**src/rtl/tmr_pkg.sv**
```systemverilog
// Shared definitions for the timer input path: edge-select encoding,
// synchroniser depth floor and the edge-selection helper.
package tmr_pkg;

  localparam int SYNC_MIN = 2;

  typedef enum logic [1:0] {
    EDGE_NONE = 2'b00,
    EDGE_RISE = 2'b01,
    EDGE_FALL = 2'b10,
    EDGE_BOTH = 2'b11
  } edge_sel_e;

  function automatic logic edge_hit(edge_sel_e sel, logic rise, logic fall);
    logic hit;
    hit = 1'b0;
    case (sel)
      EDGE_RISE: hit = rise;
      EDGE_FALL: hit = fall;
      EDGE_BOTH: hit = rise | fall;
      default:   hit = 1'b0;
    endcase
    return hit;
  endfunction

endpackage

```
**src/rtl/tmr_in_cond_if.sv**
```systemverilog
// Pin, configuration and status bundle of the timer input conditioner.
// The register file / bench side is master, the conditioner is slave.
interface tmr_in_cond_if #(
  parameter int filt_w = 8,
  parameter int cnt_w  = 16
);

  logic              in_raw;
  logic              filt_en;
  logic [filt_w-1:0] filt_len;
  logic [1:0]        edge_sel;
  logic              cnt_clr;
  logic              in_filt;
  logic              edge_pulse;
  logic [cnt_w-1:0]  edge_cnt;
  logic              cnt_ovf;

  modport master (
    output in_raw, filt_en, filt_len, edge_sel, cnt_clr,
    input  in_filt, edge_pulse, edge_cnt, cnt_ovf
  );

  modport slave (
    input  in_raw, filt_en, filt_len, edge_sel, cnt_clr,
    output in_filt, edge_pulse, edge_cnt, cnt_ovf
  );

endinterface

```
**src/rtl/tmr_sync.sv**
```systemverilog
// Generic N-flop synchroniser for an asynchronous pin; depth is never
// allowed below SYNC_MIN so a bad parameter cannot remove the metastability guard.
module tmr_sync
  import tmr_pkg::*;
#(
  parameter int STAGES = 2
) (
  input  logic clk,
  input  logic rst,
  input  logic d_i,
  output logic q_o
);

  localparam int N = (STAGES < SYNC_MIN) ? SYNC_MIN : STAGES;

  logic [N-1:0] chain_q;

  always_ff @(posedge clk or posedge rst) begin
    if (rst) begin
      chain_q <= '0;
    end else begin
      chain_q <= {chain_q[N-2:0], d_i};
    end
  end

  assign q_o = chain_q[N-1];

endmodule

```
**src/rtl/tmr_in_cond.sv**
```systemverilog
// Timer capture input conditioner: synchronise, glitch-filter, detect the
// selected edges and count them; in_filt feeds the timer's tmr_in pin.
module tmr_in_cond
  import tmr_pkg::*;
#(
  parameter int sync_stages = 2,
  parameter int filt_w      = 8,
  parameter int cnt_w       = 16
) (
  input logic         clk,
  input logic         rst,
  tmr_in_cond_if.slave bus
);

  logic              s;
  logic              in_filt_q, in_filt_d;
  logic [filt_w-1:0] stab_q, stab_d;
  logic              prev_q;
  logic              pulse_q, pulse_d;
  logic [cnt_w-1:0]  cnt_q;
  logic              ovf_q;
  logic              rise, fall;

  tmr_sync #(
    .STAGES(sync_stages)
  ) u_sync (
    .clk(clk),
    .rst(rst),
    .d_i(bus.in_raw),
    .q_o(s)
  );

  // The >= compare keeps a shrinking filt_len safe: stab never passes it.
  always_comb begin
    in_filt_d = in_filt_q;
    stab_d    = stab_q;
    if (!bus.filt_en) begin
      in_filt_d = s;
      stab_d    = '0;
    end else if (s == in_filt_q) begin
      stab_d = '0;
    end else if (stab_q >= bus.filt_len) begin
      in_filt_d = s;
      stab_d    = '0;
    end else begin
      stab_d = stab_q + filt_w'(1);
    end
  end

  assign rise    = in_filt_q & ~prev_q;
  assign fall    = ~in_filt_q & prev_q;
  assign pulse_d = edge_hit(edge_sel_e'(bus.edge_sel), rise, fall);

  // Counter steps on the same edge that raises edge_pulse; clear wins.
  always_ff @(posedge clk or posedge rst) begin
    if (rst) begin
      in_filt_q <= 1'b0;
      stab_q    <= '0;
      prev_q    <= 1'b0;
      pulse_q   <= 1'b0;
      cnt_q     <= '0;
      ovf_q     <= 1'b0;
    end else begin
      in_filt_q <= in_filt_d;
      stab_q    <= stab_d;
      prev_q    <= in_filt_q;
      pulse_q   <= pulse_d;
      if (bus.cnt_clr) begin
        cnt_q <= '0;
        ovf_q <= 1'b0;
      end else if (pulse_d) begin
        cnt_q <= cnt_q + cnt_w'(1);
        if (cnt_q == '1) begin
          ovf_q <= 1'b1;
        end
      end
    end
  end

  assign bus.in_filt    = in_filt_q;
  assign bus.edge_pulse = pulse_q;
  assign bus.edge_cnt   = cnt_q;
  assign bus.cnt_ovf    = ovf_q;

endmodule

```
**src/flat_wrapper.sv**
```systemverilog
// flat-port wrapper written by rule: the top's interface ports become plain ports
module tmr_in_cond_flat import tmr_pkg::*;
#(
  parameter int sync_stages = 2,
  parameter int filt_w      = 8,
  parameter int cnt_w       = 16
)
  (clk, rst, bus_in_raw, bus_filt_en, bus_filt_len, bus_edge_sel, bus_cnt_clr, bus_in_filt, bus_edge_pulse, bus_edge_cnt, bus_cnt_ovf);
  tmr_in_cond_if #(.filt_w(filt_w), .cnt_w(cnt_w)) bus_i ();
  input logic clk;
  input logic rst;
  input wire logic [$bits(bus_i.in_raw)-1:0] bus_in_raw;
  input wire logic [$bits(bus_i.filt_en)-1:0] bus_filt_en;
  input wire logic [$bits(bus_i.filt_len)-1:0] bus_filt_len;
  input wire logic [$bits(bus_i.edge_sel)-1:0] bus_edge_sel;
  input wire logic [$bits(bus_i.cnt_clr)-1:0] bus_cnt_clr;
  output wire logic [$bits(bus_i.in_filt)-1:0] bus_in_filt;
  output wire logic [$bits(bus_i.edge_pulse)-1:0] bus_edge_pulse;
  output wire logic [$bits(bus_i.edge_cnt)-1:0] bus_edge_cnt;
  output wire logic [$bits(bus_i.cnt_ovf)-1:0] bus_cnt_ovf;
  assign bus_i.in_raw = bus_in_raw;
  assign bus_i.filt_en = bus_filt_en;
  assign bus_i.filt_len = bus_filt_len;
  assign bus_i.edge_sel = bus_edge_sel;
  assign bus_i.cnt_clr = bus_cnt_clr;
  assign bus_in_filt = bus_i.in_filt;
  assign bus_edge_pulse = bus_i.edge_pulse;
  assign bus_edge_cnt = bus_i.edge_cnt;
  assign bus_cnt_ovf = bus_i.cnt_ovf;
  tmr_in_cond #(.sync_stages(sync_stages), .filt_w(filt_w), .cnt_w(cnt_w)) u_core (.clk(clk), .rst(rst), .bus(bus_i));
endmodule
```
**config.mk**
```make
export PLATFORM = sky130hd
export DESIGN_NAME = tmr_in_cond_flat
export DESIGN_NICKNAME = d
export VERILOG_FILES = /design/src/rtl/tmr_pkg.sv /design/src/rtl/tmr_in_cond_if.sv /design/src/rtl/tmr_sync.sv /design/src/rtl/tmr_in_cond.sv /design/src/flat_wrapper.sv
export SDC_FILE = /design/constraint.sdc
export NUM_CORES = 1
export LEC_CHECK = 0
export CAP_MARGIN = 20
export CORE_AREA = 4 4 61 63
export DETAILED_ROUTE_END_ITERATION = 10
export DIE_AREA = 0 0 65 67
export PLACE_DENSITY = 0.82
export SLEW_MARGIN = 40
export SYNTH_ARGS = -nofsm -noshare
export SYNTH_HDL_FRONTEND = slang
export SYNTH_HIERARCHICAL = 1
export SYNTH_SLANG_ARGS = --single-unit
```
**constraint.sdc**
```tcl
create_clock -name clk -period 5.4 [get_ports clk]
set_input_delay 1.08 -clock clk [delete_from_list [all_inputs] [get_ports clk]]
set_output_delay 1.08 -clock clk [all_outputs]
set_load 0.01 [all_outputs]
```
* Yosys cells after proc, flatten, opt, wreduce, memory -nomap -nowiden
Cells that the tools add are included.
Storage, ports and cells: bits of input ports 15, output and inout bits 19, word-level logic and storage cells 38, register bits after elaboration 30
Cells by class: mux-type cells 12, $lt $le $gt $ge 1, add/subtract/negate cells 2, reduce and logical (&&, ||, !) cells 4, equal/unequal tests 7, bitwise gates (word level) 5
Operators with widths (count):
- $mux 16 | 2
- $mux 8 | 3
- $add 16x1->16 const B | 1
- $eq 16x16->1 const B | 1
- $add 8x1->8 const B | 1
- $ge 8x8->1 | 1
- $mux 1 | 6
- $eq 2x2->1 const B | 2
- $reduce_and 2->1 | 2
- $reduce_bool 2->1 | 2
- $pmux 1 s3 | 1
- $and 1x1->1 | 2
- $eq 2x1->1 const B | 1
- $ne 2x1->1 const B | 1
- $ne 2x2->1 const B | 1
- $not 1->1 | 2
- $eq 1x1->1 | 1
- $or 1x1->1 | 1

* Logic depth before layout (Yosys ltp)
depth in word-level cells 6, gate-level depth with buffers 7, depth with buffers taken out 6

* Cells and area by module
Netlist, hierarchy kept.
Modules (own cells, without submodules):
- tmr_in_cond | instances 1, area an instance 1632.8 um2, cells an instance 170
- tmr_sync | instances 1, area an instance 53.8 um2, cells an instance 3

* Least setup slack after synthesis
Ideal clock, no wire load.
kind input port to flip-flop, from input bus_filt_len[6], to register u_core.in_filt_q, in the netlist u_core/bus.in_filt, arrival 2.503 ns, path buffers 0, data required time 5.272 ns, library setup time 0.128 ns, cell stages on the path 6, path slack 2.769 ns, cells stage by stage inv_1 ha_1 and4_1 a2111oi_0 o31ai_1 mux2_1
Between the ends: longest elaborated chain between the ends 3
Ends and longest elaborated chain:
- start: declaration | line flat_wrapper.sv:14 | input wire logic [$bits(bus_i.filt_len)-1:0] bus_filt_len;
- $ge 8x8->1 | line tmr_in_cond.sv:42 | end else if (stab_q >= bus.filt_len) begin
- $ne 2x1->1 (no line)
- $reduce_and 2->1 (no line)
- end signal: assignment | line tmr_in_cond.sv:64 | in_filt_q <= in_filt_d;
- end: declaration | line tmr_in_cond.sv:16 | logic in_filt_q, in_filt_d;
No other way between the ends. A chain may end at the register's enable or synchronous reset.

* Worst setup path in the final report
Same ends and word-level chain as after synthesis.

==> flow_summary_export.csv <==
group,metric,value,unit
cts,htree_num_levels,2,
synthesis,synth_edf_count,0,
floorplanning,die_w,65,um
grt,grt_max_degree,29,
grt,first_global_vias,1534,
run,cap_violations,0,
drt,drtPass1Iterations,4,
power_and_ir_drop,ir_worst_vdd,167.1,uV
drt,via_per_inst,5.555,
cts,cts_tree,"built",
sta,fin_crit_sh,57.49,%
cells_and_area,nets,236,
worst_hold_path,hp-class,"reg -> reg",
sta,max_slew.worst_pin.slew,0.7432,ns
drt,via_count,1411,
cells_and_area,syn_to_final_growth,25.22,%
cells_and_area,layout-drive-gt1-share,4.808,%
synthesis,yosys_warnings,6,
synthesis,synthDistinctLibCells,37,
setup_path,startpoint_type,"primary input",
setup_path,crit_start,"bus_filt_len[6]",
setup_path,endpoint_kind,"flip-flop",
synthesis,synth_top_cell_area_share,44.51,%
outcome,outcome,"finished, final reports clean",
synthesis,syn_inst,173,
setup_path,crit_type,"in -> reg",
sta,final-hold-violation-count,0,
setup_path,cp_data_arrival_time,3.31,ns
drt,routed_wl,3.797,mm
grt,gr-total-overflow,0,
placement,dp_hpwl,2.726,mm
sta,clock.fmax,322.1,MHz
cells_and_area,antennaDiodeCount,0,
cts,clk-insertion-delay-late,0.33,ns
cts,numCtsBuffers,5,
cts,postCtsSetupBuffers,0,
synthesis,async_reset_ff_share,100.0,%
power_and_ir_drop,total_power,428.0,uW
worst_hold_path,min_from,"u_core/u_sync/chain_q[0]$_DFF_PP0_",
synthesis,synth.most_common_cell,"dfrtp_1",
synthesis,synth_top_area_cell,"dfrtp_1",
synthesis,synthTopCellsByArea,"dfrtp_1, ha_1, inv_1, nor2_1, xor2_1",
cts,cts.sinks,30,
synthesis,synth_area_per_cell,9.749,sq um
sta,slew_headroom,49.17,%
floorplanning,dieHeight,67,um
sta,fin_setup_tns,0,ns
cts,cts-root-buf,"clkbuf_4",
placement,place_area,2052,sq um
cts,clock_path_buffers,2,
power_and_ir_drop,p_per_area,202.7,nW/um^2
floorplanning,coreArea,3232,sq um
drt,drtIter0Drc,38,
floorplanning,ios,34,
sta,whs,0.3657,ns
synthesis,synth_seq_area_share,44.51,%
synthesis,ys_ff_latch,30,
synthesis,synth_nets,200,
sta,fin_skew,0.009371,ns
synthesis,synthTopCellsByCount,"dfrtp_1, inv_1, nor2_1",
grt,antenna_found_initial,0,
floorplanning,initial_core_util,52.19,%
sta,period_minus_slack,3.105,ns
sta,setup_viol,0,
drt,antenna_left,0,
setup_path,r2r_start,"u_core/bus.in_filt$_DFFE_PP0P_",
placement,portBuffers,33,
cts,clk_pin_slew,0.08,ns
drt,avgRoutedWirePerCell,14.95,um
grt,grt_pass1_wl,6.513,mm
cts,cts_hold_buf,0,
drt,drc,0,
placement,place_congestion,0.8214,
setup_path,worstPathMaxFanout,3,
placement,dp.cells,248,
cells_and_area,post-route-cell-area,2112,sq um
floorplanning,die_area,4355,sq um
synthesis,syn-cell-area,1687,sq um
cells_and_area,fin_cells,254,
cells_and_area,nFillCells,273,
power_and_ir_drop,leakage,0.0009200,uW
sta,rsz0062_at_grt,"false",
cts,cts_resized,0,
floorplanning,row_count,21,
setup_path,critPathRequiredTime,5.61,ns
synthesis,synth-main-ff-cell,"dfrtp_1",
sta,maxSlewViolCount,0,
grt,track_usage,19.62,%
[cell type report]
cell class | count | area [sq um] | share of cell area, %
clock buffer | 6 | 51.30 | 2.429
timing repair buffer | 33 | 330.3 | 15.64
tap | 46 | 57.56 | 2.725
inverter | 21 | 78.83 | 3.732
sequential | 30 | 750.7 | 35.54
multi-input combinational | 118 | 843.3 | 39.93
[logic make-up (layout without fill, tap and decap cells)]
group | count (synthesis) | count (layout) | synth area share (%)
buffers and inverters | 25 | 60 | 6.008
AOI/OAI and AO/OA | 33 | 33 | 13.43
adders and majority gates | 12 | 12 | 8.902
DFF | 30 | 30 | 44.51
and+or+nand+nor | 58 | 58 | 18.69
muxes | 5 | 5 | 3.264
xor gates and xnor gates | 10 | 10 | 5.193
[per-layer routing]
| layer | up-vias | global-route usage, % | share of wire, % |
|---|---|---|---|
| li1 | 691 | - | - |
| met1 | 663 | 21.06 | 41 |
| met2 | 45 | 34.10 | 50 |
| met3 | 12 | 5.734 | 6.2 |
| met4 | 0 | 11.61 | 3.2 |
| met5 | - | 0 | 0 |
[layout by cell type (no fill, tap or decap), types with 2 or more instances in the layout]
cell type / count
clkdlybuf4s50_1: 33
dfrtp_1: 30
inv_1: 19
nor2_1: 17
ha_1: 12
a21oi_1: 11
nand3_1: 9
xor2_1: 7
nand2_1: 6
o31ai_1: 6
clkbuf_4: 5
or4_1: 5
mux2_1: 4
o21ai_1: 3
nand4_1: 3
and4_1: 3
xnor2_1: 3
nand2b_1: 2
a311o_1: 2
or3_1: 2
inv_2: 2
o41ai_1: 2
nor4_1: 2
and2_1: 2
o2111ai_1: 2
and3_1: 2
nor2b_1: 2
[where the power goes]
part / internal (uW) / switching, uW
sequential: 231 / 7.17
clock: 58.6 / 72.7
combinational: 28.9 / 29.7
[per-stage QoR]
| stage | utilization (%) | worst slack, ns |
|---|---|---|
| floorplan | - | 2.769 |
| global placement | 63.49 | 2.224 |
| detailed placement | 63.49 | 2.112 |
| CTS | 65.08 | 2.452 |
| global route | 65.35 | 2.197 |
| finish | 65.35 | 2.295 |
[final timing paths]
check,to,slack [ns],depth (start not counted)
setup / recovery,u_core/bus.in_filt$_DFFE_PP0P_,2.30,7
hold reg to reg,u_core/u_sync/chain_q[1]$_DFF_PP0_,0.37,0
hold / removal,u_core/u_sync/chain_q[1]$_DFF_PP0_,0.37,0
setup reg to reg,u_core/bus.edge_cnt[15]$_DFFE_PP0P_,3.05,6
min in group asynchronous,u_core/u_sync/chain_q[0]$_DFF_PP0_,0.97,2
max in group asynchronous,u_core/prev_q$_DFF_PP0_,3.83,2
[worst max-delay path, stage by stage]
cell             delay [ns]
clkdlybuf4s50_1        0.46
inv_1                  0.04
ha_1                   0.31
and4_1                 0.22
a2111oi_0              0.66
o31ai_1                0.18
mux2_1                 0.35
[registers in the layout, indices dropped and copies added (netlist names)]
signal and count:
u_core/bus.in_filt 1, u_core/stab_q 8, u_core/prev_q 1, u_core/bus.edge_cnt 16, u_core/bus.cnt_ovf 1, u_core/u_sync/chain_q 2, u_core/bus.edge_pulse 1
No activity file was read; power rests on OpenSTA's default activity.
